<file path="src/rtl/resp_grant_responder_pkg.sv">
// rtl/resp_grant_responder_pkg.sv - state type, default timing constants and width helper for the RESP responder
package resp_pkg;

    typedef enum logic [1:0] {
        IDLE,
        WAIT,
        GRANT,
        BACKOFF
    } resp_state_t;

    localparam int RESP_NUM_REQ  = 4;
    localparam int RESP_GNT_DLY  = 3;
    localparam int RESP_MAX_HOLD = 8;

    // Index width that stays legal for a single-requester build.
    function automatic int resp_idx_w(input int n);
        return (n > 1) ? $clog2(n) : 1;
    endfunction

endpackage

</file>
<file path="src/rtl/resp_grant_responder_if.sv">
// rtl/resp_grant_responder_if.sv - request/grant bus between the requesting masters and the responder
interface resp_grant_responder_if #(
    parameter int NUM_REQ = resp_pkg::RESP_NUM_REQ
);
    import resp_pkg::*;

    localparam int IW = resp_idx_w(NUM_REQ);

    logic [NUM_REQ-1:0] request;
    logic [NUM_REQ-1:0] grant;
    logic               busy;
    logic [IW-1:0]      owner;
    logic               abort_p;
    logic               timeout_p;

    modport master (
        output request,
        input  grant, busy, owner, abort_p, timeout_p
    );

    modport slave (
        input  request,
        output grant, busy, owner, abort_p, timeout_p
    );

endinterface

</file>
<file path="src/rtl/resp_grant_responder_rr_arbiter.sv">
// rtl/resp_grant_responder_rr_arbiter.sv - combinational round-robin pick starting just after last_owner
module rr_arbiter
    import resp_pkg::*;
#(
    parameter  int NUM_REQ = RESP_NUM_REQ,
    localparam int IW      = resp_idx_w(NUM_REQ)
) (
    input  logic [NUM_REQ-1:0] req_i,
    input  logic [IW-1:0]      last_owner_i,
    output logic               valid_o,
    output logic [IW-1:0]      idx_o
);

    logic [IW-1:0] cand;

    // Scan from the farthest offset down so the nearest requester after last_owner wins.
    always_comb begin
        valid_o = 1'b0;
        idx_o   = '0;
        cand    = '0;
        for (int i = NUM_REQ; i >= 1; i--) begin
            cand = IW'((int'(last_owner_i) + i) % NUM_REQ);
            if (req_i[cand]) begin
                valid_o = 1'b1;
                idx_o   = cand;
            end
        end
    end

endmodule

</file>
<file path="src/rtl/resp_grant_responder.sv">
// rtl/resp_grant_responder.sv - RESP responder FSM: round-robin request, delayed grant, abort/timeout; RESP_STATS_EN adds event counters
module resp_grant_responder
    import resp_pkg::*;
#(
    parameter int NUM_REQ  = RESP_NUM_REQ,
    parameter int GNT_DLY  = RESP_GNT_DLY,
    parameter int MAX_HOLD = RESP_MAX_HOLD
) (
    input  logic                  clk,
    input  logic                  rst_n,
    resp_grant_responder_if.slave bus
`ifdef RESP_STATS_EN
    ,
    output logic [15:0]           grant_cnt,
    output logic [15:0]           abort_cnt,
    output logic [15:0]           timeout_cnt
`endif
);

    localparam int              IW        = resp_idx_w(NUM_REQ);
    localparam logic [3:0]      CNT_LAST  = 4'(GNT_DLY - 1);
    localparam logic [7:0]      HOLD_MAX  = 8'(MAX_HOLD);
    localparam logic [IW-1:0]   LAST_INIT = IW'(NUM_REQ - 1);

    resp_state_t        state_q, state_d;
    logic [IW-1:0]      owner_q, owner_d;
    logic [IW-1:0]      last_owner_q, last_owner_d;
    logic [3:0]         cnt_q, cnt_d;
    logic [7:0]         hold_q, hold_d;
    logic [NUM_REQ-1:0] grant_q, grant_d;
    logic               abort_q, abort_d;
    logic               timeout_q, timeout_d;
    logic               arb_valid;
    logic [IW-1:0]      arb_idx;
    logic               own_req;

    rr_arbiter #(.NUM_REQ(NUM_REQ)) u_arb (
        .req_i        (bus.request),
        .last_owner_i (last_owner_q),
        .valid_o      (arb_valid),
        .idx_o        (arb_idx)
    );

    assign own_req = bus.request[owner_q];

    always_ff @(posedge clk or negedge rst_n) begin
        if (!rst_n) begin
            state_q      <= IDLE;
            owner_q      <= '0;
            last_owner_q <= LAST_INIT;
            cnt_q        <= '0;
            hold_q       <= '0;
            grant_q      <= '0;
            abort_q      <= 1'b0;
            timeout_q    <= 1'b0;
        end else begin
            state_q      <= state_d;
            owner_q      <= owner_d;
            last_owner_q <= last_owner_d;
            cnt_q        <= cnt_d;
            hold_q       <= hold_d;
            grant_q      <= grant_d;
            abort_q      <= abort_d;
            timeout_q    <= timeout_d;
        end
    end

    always_comb begin
        state_d      = state_q;
        owner_d      = owner_q;
        last_owner_d = last_owner_q;
        cnt_d        = cnt_q;
        hold_d       = hold_q;
        grant_d      = grant_q;
        abort_d      = 1'b0;
        timeout_d    = 1'b0;
        unique case (state_q)
            IDLE: begin
                grant_d = '0;
                cnt_d   = '0;
                hold_d  = '0;
                if (arb_valid) begin
                    owner_d = arb_idx;
                    cnt_d   = 4'd1;
                    state_d = WAIT;
                end
            end
            WAIT: begin
                if (!own_req) begin
                    abort_d = 1'b1;
                    cnt_d   = '0;
                    state_d = IDLE;
                end else if (cnt_q == CNT_LAST) begin
                    grant_d          = '0;
                    grant_d[owner_q] = 1'b1;
                    hold_d           = '0;
                    state_d          = GRANT;
                end else begin
                    cnt_d = cnt_q + 4'd1;
                end
            end
            GRANT: begin
                if (!own_req) begin
                    grant_d      = '0;
                    last_owner_d = owner_q;
                    cnt_d        = '0;
                    hold_d       = '0;
                    state_d      = IDLE;
                end else if (hold_q == HOLD_MAX) begin
                    grant_d   = '0;
                    timeout_d = 1'b1;
                    state_d   = BACKOFF;
                end else begin
                    hold_d = hold_q + 8'd1;
                end
            end
            BACKOFF: begin
                // Owner must let go before anyone, itself included, can be served again.
                grant_d = '0;
                if (!own_req) begin
                    last_owner_d = owner_q;
                    cnt_d        = '0;
                    hold_d       = '0;
                    state_d      = IDLE;
                end
            end
            default: state_d = IDLE;
        endcase
    end

    assign bus.grant     = grant_q;
    assign bus.busy      = (state_q != IDLE);
    assign bus.owner     = owner_q;
    assign bus.abort_p   = abort_q;
    assign bus.timeout_p = timeout_q;

`ifdef RESP_STATS_EN
    logic grant_done;
    assign grant_done = (state_q == GRANT) && !own_req;

    always_ff @(posedge clk or negedge rst_n) begin
        if (!rst_n) begin
            grant_cnt   <= '0;
            abort_cnt   <= '0;
            timeout_cnt <= '0;
        end else begin
            if (grant_done && grant_cnt != 16'hFFFF)  grant_cnt   <= grant_cnt + 16'd1;
            if (abort_d && abort_cnt != 16'hFFFF)     abort_cnt   <= abort_cnt + 16'd1;
            if (timeout_d && timeout_cnt != 16'hFFFF) timeout_cnt <= timeout_cnt + 16'd1;
        end
    end
`endif

endmodule

</file>
<file path="src/flat_wrapper.sv">
// flat-port wrapper written by rule: the top's interface ports become plain ports
module resp_grant_responder_flat import resp_pkg::*;
#(
    parameter int NUM_REQ  = RESP_NUM_REQ,
    parameter int GNT_DLY  = RESP_GNT_DLY,
    parameter int MAX_HOLD = RESP_MAX_HOLD
)
  (clk, rst_n, bus_request, bus_grant, bus_busy, bus_owner, bus_abort_p, bus_timeout_p);
  resp_grant_responder_if #(.NUM_REQ(NUM_REQ)) bus_i ();
  input  logic clk;
  input  logic rst_n;
  input wire logic [$bits(bus_i.request)-1:0] bus_request;
  output wire logic [$bits(bus_i.grant)-1:0] bus_grant;
  output wire logic [$bits(bus_i.busy)-1:0] bus_busy;
  output wire logic [$bits(bus_i.owner)-1:0] bus_owner;
  output wire logic [$bits(bus_i.abort_p)-1:0] bus_abort_p;
  output wire logic [$bits(bus_i.timeout_p)-1:0] bus_timeout_p;
  assign bus_i.request = bus_request;
  assign bus_grant = bus_i.grant;
  assign bus_busy = bus_i.busy;
  assign bus_owner = bus_i.owner;
  assign bus_abort_p = bus_i.abort_p;
  assign bus_timeout_p = bus_i.timeout_p;
  resp_grant_responder #(.NUM_REQ(NUM_REQ), .GNT_DLY(GNT_DLY), .MAX_HOLD(MAX_HOLD)) u_core (.clk(clk), .rst_n(rst_n), .bus(bus_i));
endmodule
</file>
<file path="config.mk">
export PLATFORM = sky130hd
export DESIGN_NAME = resp_grant_responder_flat
export DESIGN_NICKNAME = d
export VERILOG_FILES = /design/src/rtl/resp_grant_responder_pkg.sv /design/src/rtl/resp_grant_responder_if.sv /design/src/rtl/resp_grant_responder_rr_arbiter.sv /design/src/rtl/resp_grant_responder.sv /design/src/flat_wrapper.sv
export SDC_FILE = /design/constraint.sdc
export NUM_CORES = 1
export LEC_CHECK = 0
export ABC_AREA = 0
export CAP_MARGIN = 15
export CORE_ASPECT_RATIO = 0.6
export CORE_MARGIN = 1.5
export CORE_UTILIZATION = 59
export DETAILED_ROUTE_END_ITERATION = 8
export PLACE_DENSITY_LB_ADDON = 0.2
export RECOVER_POWER = 100
export SLEW_MARGIN = 10
export SYNTH_ARGS = -nofsm -noshare
export SYNTH_HDL_FRONTEND = slang
export SYNTH_SLANG_ARGS = --single-unit
</file>
<file path="constraint.sdc">
create_clock -name clk -period 3.56 [get_ports clk]
set_clock_uncertainty 0.1 [all_clocks]
set_input_delay 0.712 -clock clk [delete_from_list [all_inputs] [get_ports clk]]
set_output_delay 0.712 -clock clk [all_outputs]
set_load 0.01 [all_outputs]
</file>
==> summary.md <==
| Metric | Value |
|---|---|
| # setup viols final | `0` |
| Global route hottest layer | `met2` |
| Final hold violations | `0` |
| Post-synthesis net count | `139` |
| Status | `complete, no violations` |
| Vias | `1080` |
| Total Negative Setup Slacks | `0 ns` |
| CP Launch Type | `input pin` |
| Area Overhead vs Synth | `16.1%` |
| Final Wtd Congestion | `0.882` |
| Pint | `661 uW` |
| Die Ht | `39.6 um` |
| Grt met3 use | `6.03%` |
| Area of the mapped netlist | `1320 um2` |
| Initial Utilization | `66.9%` |
| Post_cts resized | `0` |
| GR Util met2 | `45.3%` |
| Post-CTS setup repair buffer count | `0` |
| Cells after DPL | `168` |
| CP delay by family, top | `compound AO/OA/AOI/OAI gates` |
| Clock Pin Slew Worst Setup and Hold Paths | `0.09 ns` |
| Hold/Removal Path Class | `flop to flop` |
| Worst-Skew Late Latency | `0.27 ns` |
| HPWL Detailed | `2030 um` |
| Fin crit period | `2.71 ns` |
| Max Clk Rate | `369 MHz` |
| Site Rows | `12` |
| Yosys reg bits | `24` |
| Largest net degree at the start of global routing | `25` |
| Worst Tran Pin Value | `0.977 ns` |
| Final Max Tran Viols | `0` |
| # Max-Cap Violations | `0` |
| DIE WIDTH | `64.0 um` |
| DP Area | `1470 um2` |
| Comb power frac | `36.8%` |
| Ys flop type | `dfrtp_1` |
| Crit path kind | `input pin to flop` |
| Initial antenna violation count | `0` |
| Yosys Warn Count | `0` |
| Total iterations of the first detailed-routing run | `4` |
| Drt via density | `6.24` |
| Critical Path Sink Type | `flop` |
| Core Footprint | `1970 um2` |
| Post-route DRC | `0` |
| Ratio of cells with drive above 1 in the final layout | `11.0%` |
| Design area | `1530 um2` |
| Max-Slew Margin vs Limit | `34.8%` |
| Max IR drop VDD | `0.000434 V` |
| Antenna Diode Count | `0` |
| # fillers | `128` |
| RSZ-0062 raised after global routing | `false` |
| Top Ports | `15` |
| Routed WL | `2880 um` |
| Clock tree sinks | `24` |
| DR WL/cell | `16.6 um` |
| Req. time, crit path | `3.58 ns` |
| H-tree levels | `1` |
| Grt ovf | `0` |
| Clock buffer depth | `2` |
| Layout Cells excl Fill | `173` |
| CP max stage delay | `0.70 ns` |
| Fin crit share | `76.1%` |
| Crit-path slowest cell | `o21ai_0` |
| CTS root buf | `clkbuf_8` |
| Inserted Clock Buffers | `3` |
| Syn_area_per_cell | `10.2 um2` |
| Switch share | `36.6%` |
| Setup slack, reg-to-reg | `1.02 ns` |
| Net Switching | `382 uW` |
| Die Area | `2530 um2` |
| Post-synth ARST share | `100%` |
| Leakage | `0.000674 uW` |
| WP buf/inv | `1` |
| Iter 0 DRT Violations | `140` |
| Nets | `156` |
| Clock network power share | `22.7%` |
| DRT antenna net count | `0` |
| First-pass GRT wire length | `4880 um` |
| Seq/Total Area, Yosys | `45.9%` |
| Post-synth EDFFs | `0` |
| Crit path arrival time | `2.73 ns` |
| Gate count of the mapped netlist | `129` |
| Max FO, Critical Path | `13` |
| Total GRT Usage | `27.3%` |
| Port Buffers | `14` |
| Post-synthesis cell type count | `43` |
| Crit-path cells | `dlygate4sd3_1 > mux4_2 > a21oi_1 > o21ai_0 > nor2_1` |
| GRT met1 Usage | `34.1%` |
| Vias in the first global route | `1045` |
| CTS Hold Bufs | `0` |
| CTS tree | `done` |
| Pwr dens | `683 nW/um2` |
| Seq pwr share | `40.4%` |
[state kept, by name, summed over array words and instances (netlist names)]
signal                count
u_core.bus.abort_p        1
u_core.bus.owner          2
u_core.last_owner_q       2
u_core.cnt_q              4
u_core.bus.grant          4
u_core.hold_q             8
u_core.state_q            2
u_core.bus.timeout_p      1
[cell usage after synthesis (2+ instances only)]
| cell type | number | share of area [%] |
|---|---|---|
| o2bb2ai_1 | 2 | 1.3 |
| o21ai_2 | 2 | 1.3 |
| xnor2_1 | 3 | 2.0 |
| o21ai_0 | 5 | 1.9 |
| nor2b_1 | 3 | 1.4 |
| inv_1 | 9 | 2.6 |
| a22o_1 | 2 | 1.3 |
| a21oi_1 | 10 | 3.8 |
| ha_1 | 4 | 3.8 |
| nand2b_1 | 4 | 1.9 |
| a22oi_1 | 2 | 1.1 |
| mux2_2 | 4 | 3.4 |
| nand3_1 | 4 | 1.5 |
| dfstp_2 | 2 | 4.0 |
| a32o_1 | 2 | 1.5 |
| nand2_1 | 8 | 2.3 |
| dfrtp_1 | 22 | 42 |
| nor2_1 | 16 | 4.6 |
[logic make-up after synthesis]
group,share of synthesized area (%)
xor gates and xnor gates,2.66
adders and majority gates,3.81
DFF,45.9
muxes,5.90
buffers and inverters,4.28
AOI/OAI and AO/OA,16.9
and+or+nand+nor,20.6
[metrics by stage]
stage | power, uW | hold slack [ns] | utilization (%) | setup WS, ns
2_1_floorplan | 692 | 0.316 | - | 1.60
6_report | 1040 | 0.404 | 77.6 | 0.852
3_3_place_gp | 805 | 0.375 | 74.6 | 0.993
5_1_grt | 1110 | 0.436 | 77.6 | 0.735
4_1_cts | 1070 | 0.410 | 78.2 | 1.06
3_5_place_dp | 823 | 0.390 | 74.6 | 0.914
[layout by cell type, fill, tap and decap left out, types with 2 or more instances in the layout]
cell	Yosys	final
dfrtp_1	22	22
nor2_1	16	16
dlygate4sd3_1	0	11
a21oi_1	10	10
inv_1	9	9
nand2_1	8	8
o21ai_0	5	7
nand3_1	4	5
mux2_2	4	4
nand2b_1	4	4
ha_1	4	4
nor2b_1	3	3
xnor2_1	3	3
clkbuf_8	1	3
clkdlybuf4s50_1	0	3
a22oi_1	2	2
o21bai_1	1	2
a32o_1	2	2
o2bb2ai_1	2	2
a22o_1	2	2
dfstp_2	2	2
[per-layer routing]
layer | routed length [um] | vias up
met5 | 0 | -
met4 | 111 | 0
met3 | 206 | 16
met2 | 1340 | 53
met1 | 1220 | 521
li1 | - | 490
[cell type report]
type                    count  area, um2  share of cell area, %
clock buffers               3       41.3                   2.70
clock inverters             1       30.0                   1.97
inverters                   9       33.8                   2.21
multi-input cells          93        639                   41.9
flip-flops and latches     24        603                   39.5
well taps                  28       35.0                   2.30
repair buffers             15        144                   9.43
[final timing paths]
path                                           from                   to  depth (start not counted)
worst max-delay path                 bus_request[3]     u_core.hold_q[3]                          5
worst min-delay path            u_core.bus.grant[1]  u_core.bus.grant[1]                          1
worst max register to register      u_core.cnt_q[0]     u_core.hold_q[3]                          6
worst min register to register  u_core.bus.grant[1]  u_core.bus.grant[1]                          1
max in group asynchronous                     rst_n     u_core.hold_q[0]                          2
min in group asynchronous                     rst_n      u_core.cnt_q[1]                          1
[power by group through the flow]
stage / Clock, uW / Sequential [uW] / Combinational (uW)
floorplan: 0 / 398 / 294
global placement: 0 / 421 / 384
detailed placement: 0 / 427 / 397
CTS: 242 / 421 / 404
global route: 252 / 435 / 425
finish: 237 / 422 / 384
No activity file was read; power rests on OpenSTA's default activity.
==> RTL edit 1, RTL diff (same flow settings) <==
Encoding of `resp_state_t`: now one-hot (4 bits for 4 states).
--- a/src/rtl/resp_grant_responder_pkg.sv
+++ b/src/rtl/resp_grant_responder_pkg.sv
@@ -3,7 +3,7 @@
 
-    typedef enum logic [1:0] {
-        IDLE,
-        WAIT,
-        GRANT,
-        BACKOFF
+    typedef enum logic [3:0] {
+        IDLE    = 4'b0001,
+        WAIT    = 4'b0010,
+        GRANT   = 4'b0100,
+        BACKOFF = 4'b1000
     } resp_state_t;
Formal check against the unedited RTL: no difference found for any inputs over 10 cycles, from zero or initial values and one cycle with rst_n low; not proved beyond that.
==> RTL edit 1 against the original RTL <==
- routed wire length rose by 33%
- maximum frequency fell by 5.9%
- combinational power rose by 6.2%
- clock power fell by 28%
- cell area rose by 19%
- worst setup slack got worse by 0.17 ns
- final cell count rose by 32%
- worst hold slack got worse by 0.0033 ns
- first-iteration DRC count fell by 2.1%
- utilization fell by 7.1 points
- sequential cell count rose by 2
- synthesized area rose by 25%
- power fell by 2.5%
- critical path type unchanged
==> RTL edit 1: results (changes against the original RTL) <==
initial DRC count: 137 (-2.1%)
maximum number of pins on one net before global-route repair: 27 (+8.0%)
M1 WL: 1690 µm (+39%)
Worst slew margin: 7.56% (-27 points)
static leakage: 0.000754 µW (+12%)
setup slack at placement: 0.646 ns (-0.268 ns)
GR Util All Layers: 26.2% (-1.2 points)
fin crit share: 80.8% (+4.8 points)
top post-synthesis cells by area: dfrtp_1, a21oi_1, dfstp_2
syn avg cell area: 8.86 µm² (-13%)
Sw Ratio: 41.5% (+4.8 points)
Hold Crit Depth: 1 (unchanged)
Max Fanout on Critical Path: 9 (-4)
hold_ws: 0.401 ns (-0.00335 ns)
reg2reg setup slack: 1.15 ns (+0.13 ns)
final net count: 208 (+33%)
worst r2r path cells: 5 (-1)
Top delay family on crit path: simple AND/OR/NAND/NOR gates
Clock Power Share: 16.8% (-5.9 points)
library cells used by synthesis: 48 (+12%)
EDFF count, synth: 0 (unchanged)
top layer in use: met4
clk buf depth: 2 (unchanged)
first-pass GRT wire length: 6180 µm (+27%)
VDD IR-drop max: 0.000399 V (-8.0%)
Avg WL per Cell: 16.7 µm (+0.25%)
Syn Nets: 195 (+40%)
sequential element share of the synthesized area: 39.9% (-5.9 points)
gpl congestion: 0.877 (-0.58%)
Diodes inserted: 0 (unchanged)
vias per inst: 6.38 (+2.2%)
sink of the worst hold path: u_core.hold_q[7]$_DFFE_PN0P_
RR Startpoint: u_core.bus.owner[0]$_DFFE_PN0P_
synth warn: 0 (unchanged)
DP Area: 0.00179 mm² (+22%)
Post-synth top cells: dfrtp_1, nand2_1, nor2_1
met3 wire len: 334 µm (+62%)
hold_sp: u_core.hold_q[7]$_DFFE_PN0P_
met2 wire len: 1740 µm (+30%)
Worst EP arrival: 2.97 ns (+0.24 ns)
DP Wirelength: 2760 µm (+36%)
layout cell share with drive strength beyond 1: 7.61% (-3.4 points)
worst r2r dst: u_core.hold_q[2]$_DFFE_PN0P_
crit-path max cell delay: 0.65 ns (-0.05 ns)
vias in the first global route: 1326 (+27%)
post-CTS sizing: 0 (unchanged)
Worst path slowest cell: dlygate4sd3_1
Async SR Flop Fraction: 100% (unchanged)
status: completed
fill cell count: 202 (+58%)
Non-Filler Instances: 229 (+32%)
[RTL edit 1: power by group through the flow]
stage,Sequential [µW],Combinational [µW],Clock (µW)
finish,438,408,171
global route,445,447,184
CTS,436,422,172
detailed placement,440,418,0
global placement,433,402,0
floorplan,386,349,0
[RTL edit 1: routing by layer]
layer / vias to the layer above / global-route usage, %
met4: 0 / 8.30
li1: 687 / -
met3: 11 / 6.74
met5: - / 0
met2: 75 / 42.6
met1: 688 / 35.0
[RTL edit 1: kinds of logic after synthesis]
kind of cell,Yosys count,synth area share [%]
compound gates,48,18.2
xor+xnor,5,2.67
fa+ha+maj,4,3.05
buf+inv,17,4.58
flops,26,39.9
mux,7,5.42
simple gates,78,26.1
[RTL edit 1: final cells by class]
type	count	area, µm²	area share [%]
Tap cell	32	40.0	2.20
Multi-Input combinational cell	142	896	49.3
Inverter	10	37.5	2.07
Sequential cell	26	654	36.0
Clock buffer	4	45.0	2.48
Timing Repair Buffer	15	144	7.92
==> RTL edit 2, RTL diff (same flow settings) <==
Made on the original files. Set the package constant `RESP_NUM_REQ` to 6 (it was 4).
--- a/src/rtl/resp_grant_responder_pkg.sv
+++ b/src/rtl/resp_grant_responder_pkg.sv
@@ -10,3 +10,3 @@
 
-    localparam int RESP_NUM_REQ  = 4;
+    localparam int RESP_NUM_REQ  = 6;
     localparam int RESP_GNT_DLY  = 3;
Interface: changed (resized bus_grant, bus_owner and bus_request); port bits go from 15 to 20. The function was not compared with the original's and may differ.
==> RTL edit 2 against the original RTL <==
- the run now ends with capacitance limit left
- utilization is 4.9 points lower
- sequential share of layout area is 14 points lower
- sequential cell count is 4 higher
- synthesized area is 87% higher
- power grew to 2.9 times the old value
- cell area is 82% higher
- routed wire length is 120% higher
- maximum frequency is 23% lower
- worst setup slack worse by 0.81 ns
- largest power group is now combinational logic
==> RTL edit 2: results (changes against the original RTL) <==
sink of the worst hold path: u_core.bus.grant[2]$_DFFE_PN0P_
post-synthesis instance total: 270 (+110%)
worst r2r path cells: 11 (+5)
Max Fanout on Critical Path: 10 (-3)
maximum number of pins on one net before global-route repair: 29 (+16%)
reg2reg setup slack: 0.10 ns (-0.92 ns)
sequential element share of the synthesized area: 28.6% (-17 points)
failing checks: capacitance limit
CP Launch Point: bus_request[0]
met3 wire len: 631 µm (+210%)
static leakage: 0.00128 µW (+90%)
gpl congestion: 0.988 (+12%)
first-pass GRT wire length: 10200 µm (+110%)
RR Startpoint: u_core.last_owner_q[0]$_DFFE_PN1P_
Post-synth top cells: dfrtp_1, ha_1, nor2_1
vias in the first global route: 1951 (+87%)
status: complete, but fails checks
Vias: 2248 (+110%)
layout cell share with drive strength beyond 1: 13.6% (+2.5 points)
Flop+latch power: 526 µW (+25%)
port buffer count: 19 (+5)
critical path endpoint: u_core.bus.grant[3]$_DFFE_PN0P_
DP Wirelength: 5010 µm (+150%)
library cells used by synthesis: 71 (+65%)
worst r2r dst: u_core.bus.owner[1]$_DFFE_PN0P_
crit-path max cell delay: 0.85 ns (+0.15 ns)
M1 WL: 3270 µm (+170%)
P_sw: 1560 µW (+310%)
GR Util All Layers: 30.0% (+2.7 points)
VDD IR-drop max: 0.000902 V (+110%)
met2 wire len: 2430 µm (+81%)
max capacitance violation total: 1 (+1)
GR Layer Usage met3: 7.49% (+1.5 points)
First-pass DRT Iterations: 5 (+1)
met2 Use GR: 39.8% (-5.5 points)
top post-synthesis cells by area: dfrtp_1, ha_1, mux2_2
fill cell count: 308 (+140%)
Comb power: 2320 µW (+500%)
-- RTL edit 2: cell types whose count changed after synthesis, moves of 6 or more --
cell     delta
o21ai_0     +9
ha_1       +14
nand2_1     +9
inv_1       +8
xor2_1      +6
mux2i_1     +7
-- RTL edit 2: per-stage QoR --
| stage | std cells | cell area, µm² | setup slack [ns] | power (µW) | setup TNS, ns |
|---|---|---|---|---|---|
| 2_1_floorplan | 270 | 2460 | 0.0926 | 2170 | 0 |
| 3_3_place_gp | 338 | 2740 | 0.139 | 2710 | 0 |
| 3_5_place_dp | 338 | 2740 | 0.0461 | 2760 | 0 |
| 4_1_cts | 342 | 2790 | 0.0199 | 2970 | 0 |
| 5_1_grt | 342 | 2780 | -0.0529 | 3240 | -0.0840 |
| 6_report | 342 | 2780 | 0.0410 | 3040 | 0 |
-- RTL edit 2: logic make-up (layout without fill, tap and decap cells) --
| logic type | Yosys count | in the layout | share of synthesized area, % |
|---|---|---|---|
| simple gates | 88 | 88 | 19.8 |
| compound gates | 79 | 79 | 24.4 |
| flops | 28 | 28 | 28.6 |
| buf+inv | 28 | 53 | 5.04 |
| mux | 19 | 19 | 8.61 |
| fa+ha+maj | 18 | 18 | 9.17 |
| xor+xnor | 10 | 10 | 4.33 |
-- RTL edit 2: cell type report --
type | instances | area [µm²] | area share [%]
Timing Repair Buffer | 30 | 262 | 9.39
Inverter | 19 | 73.8 | 2.65
Sequential cell | 28 | 703 | 25.3
Tap cell | 47 | 58.8 | 2.11
Clock buffer | 4 | 55.1 | 1.98
Multi-Input combinational cell | 214 | 1630 | 58.6
-- RTL edit 2: repair_timing --
action | in CTS | in global routing
setup endpoints to repair | 0 | 4
gates resized for setup | 0 | 3
setup buffers | 0 | 0
